===== src/rtl/key_conditioner_pkg.sv =====
// Shared definitions for the pushbutton conditioner: state encoding and
// elaboration-time helpers that convert milliseconds to clock cycles.
package key_cond_pkg;

  typedef enum logic [1:0] {
    RELEASED    = 2'd0,
    PRESS_CHK   = 2'd1,
    PRESSED     = 2'd2,
    RELEASE_CHK = 2'd3
  } kc_state_e;

  function automatic int ms_to_cyc(input int clk_hz, input int ms);
    return clk_hz / 1000 * ms;
  endfunction

  // Counter width that never collapses to zero bits for tiny counts.
  function automatic int cnt_w(input int n);
    return (n <= 2) ? 1 : $clog2(n);
  endfunction

endpackage


===== src/rtl/key_conditioner_if.sv =====
// Event/level bundle produced by key_conditioner and consumed downstream
// (e.g. the HEX rotator's run/stop toggle and pattern reset).
interface key_conditioner_if;
  logic key_level;
  logic press_pulse;
  logic release_pulse;
  logic long_pulse;

  modport master (output key_level, press_pulse, release_pulse, long_pulse);
  modport slave  (input  key_level, press_pulse, release_pulse, long_pulse);
endinterface


===== src/rtl/key_conditioner_sync2.sv =====
// Generic 2-FF synchroniser with a configurable reset value; also used for
// slide-switch inputs.
module sync2 #(
  parameter int               WIDTH   = 1,
  parameter logic [WIDTH-1:0] RST_VAL = '1
) (
  input  logic             clk,
  input  logic             rst,
  input  logic [WIDTH-1:0] d,
  output logic [WIDTH-1:0] q
);

  logic [WIDTH-1:0] s0;

  always_ff @(posedge clk) begin
    if (rst) begin
      s0 <= RST_VAL;
      q  <= RST_VAL;
    end else begin
      s0 <= d;
      q  <= s0;
    end
  end

endmodule


===== src/rtl/key_conditioner.sv =====
// Debounces an active-low board key into a clean level plus press, release
// and long-press pulses. Define KEY_REPEAT_EN to add auto-repeat press pulses.
module key_conditioner
  import key_cond_pkg::*;
#(
  parameter int CLK_HZ      = 50_000_000,
  parameter int DEBOUNCE_MS = 20,
  parameter int LONG_MS     = 1000,
  parameter int REPEAT_MS   = 200
) (
  input  logic              CLOCK_50,
  input  logic              reset,
  input  logic              KEY_n,
  key_conditioner_if.master kif
);

  localparam int DB_CYC   = ms_to_cyc(CLK_HZ, DEBOUNCE_MS);
  localparam int LONG_CYC = ms_to_cyc(CLK_HZ, LONG_MS);
  localparam int REP_CYC  = ms_to_cyc(CLK_HZ, REPEAT_MS);
  localparam int DB_W     = cnt_w(DB_CYC);
  localparam int HOLD_W   = cnt_w(LONG_CYC + 1);

  localparam logic [DB_W-1:0]   DB_LAST   = DB_W'(DB_CYC - 1);
  localparam logic [HOLD_W-1:0] HOLD_MAX  = HOLD_W'(LONG_CYC);
  localparam logic [HOLD_W-1:0] HOLD_LAST = HOLD_W'(LONG_CYC - 1);

  if (LONG_CYC <= DB_CYC || REP_CYC < 1) begin : g_bad_cfg
    $error("key_conditioner: need LONG_CYC > DB_CYC and REP_CYC >= 1");
  end

  logic              s1;
  kc_state_e         state;
  logic [DB_W-1:0]   db_cnt;
  logic [HOLD_W-1:0] hold_cnt;
  logic              level_q, press_q, rel_q, long_q;
  logic              holding;

  sync2 #(.WIDTH(1), .RST_VAL(1'b1)) u_sync (
    .clk (CLOCK_50),
    .rst (reset),
    .d   (KEY_n),
    .q   (s1)
  );

  // The long timer keeps running through release bounces so a glitch
  // does not restart it; saturation makes long_pulse fire once per press.
  assign holding = (state == PRESSED) || (state == RELEASE_CHK);

`ifdef KEY_REPEAT_EN
  localparam int                REP_W    = cnt_w(REP_CYC);
  localparam logic [REP_W-1:0]  REP_LAST = REP_W'(REP_CYC - 1);
  logic [REP_W-1:0] rep_cnt;
`endif

  always_ff @(posedge CLOCK_50) begin
    if (reset) begin
      state    <= RELEASED;
      db_cnt   <= '0;
      hold_cnt <= '0;
      level_q  <= 1'b0;
      press_q  <= 1'b0;
      rel_q    <= 1'b0;
      long_q   <= 1'b0;
`ifdef KEY_REPEAT_EN
      rep_cnt  <= '0;
`endif
    end else begin
      press_q <= 1'b0;
      rel_q   <= 1'b0;
      long_q  <= 1'b0;
`ifdef KEY_REPEAT_EN
      rep_cnt <= '0;
`endif
      if (holding && hold_cnt != HOLD_MAX) begin
        hold_cnt <= hold_cnt + 1'b1;
        if (hold_cnt == HOLD_LAST) long_q <= 1'b1;
      end

      unique case (state)
        RELEASED: begin
          if (!s1) begin
            state  <= PRESS_CHK;
            db_cnt <= '0;
          end
        end
        PRESS_CHK: begin
          if (s1) begin
            state  <= RELEASED;
            db_cnt <= '0;
          end else if (db_cnt == DB_LAST) begin
            state    <= PRESSED;
            press_q  <= 1'b1;
            level_q  <= 1'b1;
            hold_cnt <= '0;
          end else begin
            db_cnt <= db_cnt + 1'b1;
          end
        end
        PRESSED: begin
          if (s1) begin
            state  <= RELEASE_CHK;
            db_cnt <= '0;
          end
`ifdef KEY_REPEAT_EN
          // Repeat only once the long threshold has been passed.
          else if (hold_cnt == HOLD_MAX) begin
            if (rep_cnt == REP_LAST) begin
              press_q <= 1'b1;
              rep_cnt <= '0;
            end else begin
              rep_cnt <= rep_cnt + 1'b1;
            end
          end
`endif
        end
        RELEASE_CHK: begin
          if (!s1) begin
            state <= PRESSED;
          end else if (db_cnt == DB_LAST) begin
            state   <= RELEASED;
            rel_q   <= 1'b1;
            level_q <= 1'b0;
          end else begin
            db_cnt <= db_cnt + 1'b1;
          end
        end
        default: state <= RELEASED;
      endcase
    end
  end

  assign kif.key_level     = level_q;
  assign kif.press_pulse   = press_q;
  assign kif.release_pulse = rel_q;
  assign kif.long_pulse    = long_q;

endmodule

===== src/flat_wrapper.sv =====
// flat-port wrapper written by rule: the top's interface ports become plain ports
module key_conditioner_flat import key_cond_pkg::*;
#(
  parameter int CLK_HZ      = 50_000_000,
  parameter int DEBOUNCE_MS = 20,
  parameter int LONG_MS     = 1000,
  parameter int REPEAT_MS   = 200
)
  (CLOCK_50, reset, KEY_n, kif_key_level, kif_press_pulse, kif_release_pulse, kif_long_pulse);
  key_conditioner_if kif_i ();
  input  logic CLOCK_50;
  input  logic reset;
  input  logic KEY_n;
  output wire logic [$bits(kif_i.key_level)-1:0] kif_key_level;
  output wire logic [$bits(kif_i.press_pulse)-1:0] kif_press_pulse;
  output wire logic [$bits(kif_i.release_pulse)-1:0] kif_release_pulse;
  output wire logic [$bits(kif_i.long_pulse)-1:0] kif_long_pulse;
  assign kif_key_level = kif_i.key_level;
  assign kif_press_pulse = kif_i.press_pulse;
  assign kif_release_pulse = kif_i.release_pulse;
  assign kif_long_pulse = kif_i.long_pulse;
  key_conditioner #(.CLK_HZ(CLK_HZ), .DEBOUNCE_MS(DEBOUNCE_MS), .LONG_MS(LONG_MS), .REPEAT_MS(REPEAT_MS)) u_core (.CLOCK_50(CLOCK_50), .reset(reset), .KEY_n(KEY_n), .kif(kif_i));
endmodule

===== config.mk =====
export PLATFORM = sky130hd
export DESIGN_NAME = key_conditioner_flat
export DESIGN_NICKNAME = d
export VERILOG_FILES = /design/src/rtl/key_conditioner_pkg.sv /design/src/rtl/key_conditioner_if.sv /design/src/rtl/key_conditioner_sync2.sv /design/src/rtl/key_conditioner.sv /design/src/flat_wrapper.sv
export SDC_FILE = /design/constraint.sdc
export NUM_CORES = 1
export LEC_CHECK = 0
export ABC_AREA = 1
export BUFFER_PORTS_ARGS = -buffer_cell sky130_fd_sc_hd__buf_4
export CORE_MARGIN = 2
export CORE_UTILIZATION = 50
export CTS_CLUSTER_DIAMETER = 60
export CTS_CLUSTER_SIZE = 10
export DETAILED_ROUTE_END_ITERATION = 12
export GPL_TIMING_DRIVEN = 0
export PLACE_DENSITY = 0.73
export SYNTH_ARGS = -nofsm -noshare
export SYNTH_HDL_FRONTEND = slang
export SYNTH_SLANG_ARGS = --single-unit
export TNS_END_PERCENT = 50

===== constraint.sdc =====
create_clock -name CLOCK_50 -period 1.85 [get_ports CLOCK_50]
set_input_delay 0.2775 -clock CLOCK_50 [delete_from_list [all_inputs] [get_ports CLOCK_50]]
set_output_delay 0.2775 -clock CLOCK_50 [all_outputs]
set_load 0.02 [all_outputs]

### After elaboration in Yosys (flattened, before gate mapping)

Index checks and enable logic that the tools add are counted.

* add/sub/neg operators: 2
* eq/ne operators: 14
* muxes and demuxes: 24
* bitwise gates (word level): 4
* reductions and logical operators: 10

Operator list (number)
* $mux 26: 4
* $mux 20: 5
* $pmux 20 s4: 1
* $add 26x1->26 const B: 1
* $eq 26x26->1 const B: 1
* $ne 26x26->1 const B: 1
* $add 20x1->20 const B: 1
* $eq 20x20->1 const B: 1
* $mux 2: 6
* $ne 2x2->1 const B: 5
* $pmux 2 s4: 1
* $mux 1: 6
* $reduce_or 3->1: 2
* $reduce_and 5->1: 1
* $eq 2x2->1 const B: 2
* $not 1->1: 4
* $reduce_and 4->1: 1
* $ne 3x2->1 const B: 1
* $ne 3x3->1 const B: 1
* $reduce_and 3->1: 1
* $eq 2x1->1 const B: 1
* $logic_not 2->1: 1
* $ne 2x1->1 const B: 1
* $pmux 1 s2: 1
* 4 further kinds: 4

* register bits: 54
* output and inout bits: 4
* word-level logic and storage cells: 63

### Longest topological paths before layout

* word-level depth: 7
* gate-level depth with buffers: 12
* gate-level depth less buffers: 12

### By module

From an unflattened synthesis, not the netlist that was laid out.

* cells, all modules: 527
* area total of the unflattened synthesis: 3256.9 um2

By module, submodules not included
* key_conditioner: instances 1, cells an instance 520, area an instance 3198.1 um2, seq. area each 1041.0 um2
* sync2: instances 1, cells an instance 7, area an instance 58.8 um2, seq. area each 40.0 um2

### Worst setup path after synthesis

Ideal clock, no wire load.

* kind: flip-flop to flip-flop
* start: register u_core.db_cnt[0]
* end: register u_core.hold_cnt[14]
* library setup time: 0.111 ns
* arrival: 1.409 ns
* required time: 1.739 ns
* path slack: 0.331 ns
* cell stages (with the launch flop): 10
* period minus slack after synthesis: 1.519 ns
* cell sequence: dfxtp_1 > ha_1 > nand2_2 > nor3_4 > nand3_4 > nor2_4 > nor2_4 > clkinv_4 > buf_12 > nor2_2

* word-level cells in the longest chain between the ends: 4

RTL lines
* from (decl): RTL line key_conditioner.sv:33 `logic [DB_W-1:0] db_cnt;`
* from (signal assigned): RTL line key_conditioner.sv:96 `db_cnt <= db_cnt + 1'b1;`
* from (signal assigned): RTL line key_conditioner.sv:124 `db_cnt <= db_cnt + 1'b1;`
* $eq 20x20->1: RTL line key_conditioner.sv:90 `end else if (db_cnt == DB_LAST) begin`
* $mux 26: RTL line key_conditioner.sv:90
* $mux 26: RTL line key_conditioner.sv:87 `if (s1) begin`
* $mux 26: RTL line key_conditioner.sv:79 `unique case (state)`
* to (signal assigned): RTL line key_conditioner.sv:75 `hold_cnt <= hold_cnt + 1'b1;`
* to (decl): RTL line key_conditioner.sv:34 `logic [HOLD_W-1:0] hold_cnt;`

No other way between the ends.
A chain may end at the register's enable or synchronous reset.

### Worst setup path in the final report

* start: register u_core.db_cnt[0]
* end: register u_core.hold_cnt[17]

The elaborated chain is that of the path after synthesis.

==> flow_summary.toml <==
[layout]
syn_to_final_growth_pct = 7.84
multi_input_area_um2 = 2000
num_antenna_cells = 0
seqCellArea_um2 = 1080
nets = 553
final_area_um2 = 3720
drive_above_1_share = 0.148
fillers = 661

[drt]
drt_iter0_markers = 188
route.detailed.drc = 0
dr.pass1.iters = 5
vias = 3241
finalWirelength_um = 7810
vias_per_cell = 5.16
routedWlPerCell_um = 12.4
antenna_left = 0

[logic_synthesis]
syn_area_um2 = 3450
synth_area_leader_cell = "dfxtp_1"
synth_seq_cells = 54
ys_top_cells_by_area = "dfxtp_1 31%, nand2_1 16%, nor2_1 9.4%"
synthArstFlopShare = 0
ys_seq_area_frac = 0.313
syn_avg_cell_area_um2 = 6.46
yosysTopAreaCellShare = 0.313
synth_nets = 540
synthCells = 534
synthFlopType = "dfxtp_1"
ys_types = 37
yosysMostFrequentCell = "nand2_1"
synth_edf_count = 0
synthTopCellsByCount = "148 x nand2_1, 86 x nor2_1, 69 x inv_1"
yosys_warnings = 0

[timing]
fin_crit_sh = 0.928
worst_clock_skew_ns = 0.00624
maxSlewViolCount = 0
relSlewSlack = 0.714
timing.hold.ws_ns = 0.138
fmax_mhz = 582
rsz0062_at_grt = "false"
final-setup-viol-count = 0
tns_ns = 0
tightest_slew_ns = 0.428
period_minus_slack_ns = 1.72
hold_viol_final = 0

[die]
coreArea_um2 = 6720
die_w_um = 87.0
start_util = 0.513
io_pins = 7
die-area_um2 = 7580
die_y_um = 87.0
rows = 30

[job]
drv_cap = 0

[global_routing]
grt_use_met1 = 0.276
grt_max_degree = 17
grt_util_all_layers = 0.229
grt_pass1_vias = 3164
use_met2 = 0.398
use_met3 = 0.0351
grt_antenna_before_repair = 0
busiest_layer = "met2"
grt_pass1_wl_um = 13900
grt-ovfl-total = 0

[setup_path]
start_kind = "register"
path_max_fanout = 10
cp.required_ns = 2.07
arrival_ns = 1.94
cp-end-kind = "register"
critPathKind = "register to register"

[cts]
cts_tree = "done"
numClockSinks = 54
h-tree-depth = 2
cts_buffers = 5
clk_latency_ns = 0.32
cts_root_buffer = "clkbuf_8"
cts-hold-fix-buffers = 0
clkTransAtPathRegs_ns = 0.10
ctsLongestPathBuffers = 2

[placed_design]
port_buffers = 6
hpwl_um = 6110
postPlaceCellArea_um2 = 3590
place_congestion = 0.956

[power_and_ir_drop]
irDropWorstVdd_mv = 0.265
cellPowerDensity_nw_per_um2 = 553
cellLeakagePower_uw = 0.00140

[min_path]
min_path_type = "input port to register"

[run_status]
outcome = "complete, no violations"
## metal layers
metal  part of all wire  vias to the layer above
met3              0.034                       19
li1                   -                     1695
met4              0.029                        0
met2               0.50                       57
met5                  0                        -
met1               0.44                     1470
## through the flow
| step | instances | worst slack, ns | total power, uW | utilization |
|---|---|---|---|---|
| after detailed placement | 620 | 0.0935 | 1280 | 0.535 |
| after CTS | 628 | 0.0685 | 2080 | 0.551 |
| final | 628 | 0.133 | 2060 | 0.553 |
| after global placement | 620 | 0.104 | 1280 | 0.535 |
| after global routing | 628 | 0.0370 | 2140 | 0.553 |
| after floorplan | 534 | 0.331 | 1260 | - |
## path summary, 6_finish.rpt
kind	cells after the start	to	start	slack, ns
max	9	u_core.hold_cnt[17]	u_core.db_cnt[0]	0.13
min	2	u_core.u_sync.s0	KEY_n	0.14
max reg2reg	9	u_core.hold_cnt[17]	u_core.db_cnt[0]	0.13
min reg2reg	1	u_core.u_sync.q	u_core.u_sync.s0	0.42
## power by group
group          switching (uW)  internal, uW
registers                4.02          1170
logic                    52.4          27.1
clock network             402           404
## sequential cells by signal, indices dropped and copies added (netlist names), named ones only
signal / cells
u_core.kif.release_pulse: 1
u_core.kif.key_level: 1
u_core.u_sync.q: 1
u_core.u_sync.s0: 1
u_core.hold_cnt: 26
u_core.db_cnt: 20
u_core.kif.press_pulse: 1
u_core.kif.long_pulse: 1
u_core.state: 1
## critical path: stages (launching register included)
cell and delay (ns):
dfxtp_1 0.37, ha_1 0.24, nand2_2 0.11, nor3_4 0.22, nand3_4 0.19, nor2_4 0.15
nor2_4 0.06, clkinv_4 0.08, buf_12 0.14, nor2_2 0.04
## placed cells by master, fill, tap and decap left out, types with 2 or more instances in the layout
| cell | synthesis | final |
|---|---|---|
| o21bai_1 | 2 | 2 |
| nor3_2 | 3 | 3 |
| nand4_1 | 16 | 16 |
| buf_6 | 3 | 3 |
| a21oi_1 | 16 | 16 |
| inv_1 | 69 | 69 |
| buf_4 | 2 | 8 |
| or2_2 | 2 | 2 |
| xor2_1 | 11 | 11 |
| clkbuf_8 | 0 | 5 |
| dfxtp_2 | 0 | 2 |
| nand2_4 | 2 | 2 |
| o21ai_2 | 4 | 4 |
| a21oi_2 | 8 | 8 |
| nor2_1 | 86 | 86 |
| dfxtp_1 | 54 | 52 |
| nor2_2 | 11 | 11 |
| nand2_1 | 148 | 148 |
| nand3b_1 | 5 | 5 |
| ha_1 | 3 | 2 |
| nor3_1 | 10 | 10 |
| nand3_2 | 3 | 3 |
| clkbuf_1 | 1 | 2 |
| nand3_1 | 32 | 32 |
| nor2_4 | 7 | 7 |
| o21ai_0 | 11 | 11 |
| inv_2 | 6 | 6 |
| nand2_2 | 8 | 8 |
## kinds of logic (layout without fill, tap and decap cells)
logic type,after synthesis,after routing,synth area share
AOI/OAI and AO/OA,43,43,0.0802
adders and majority gates,3,3,0.0109
buffers and inverters,85,99,0.111
DFF,54,54,0.313
and+or+nand+nor,337,337,0.454
xor gates and xnor gates,12,12,0.0305
## cell type report
type / instances / area share
well taps: 80 / 0.0269
repair buffers: 6 / 0.0121
clock buffers: 6 / 0.0195
inverters: 77 / 0.0791
clock inverters: 2 / 0.0101
multi-input cells: 395 / 0.537
plain buffers: 8 / 0.0236
flip-flops and latches: 54 / 0.291
## repair_timing
action / CTS / global route
endpoints found under the setup margin: 0 / 15
resized for setup: 0 / 4
buffers inserted: 0 / 0
Power figures use the tool's default switching activity.
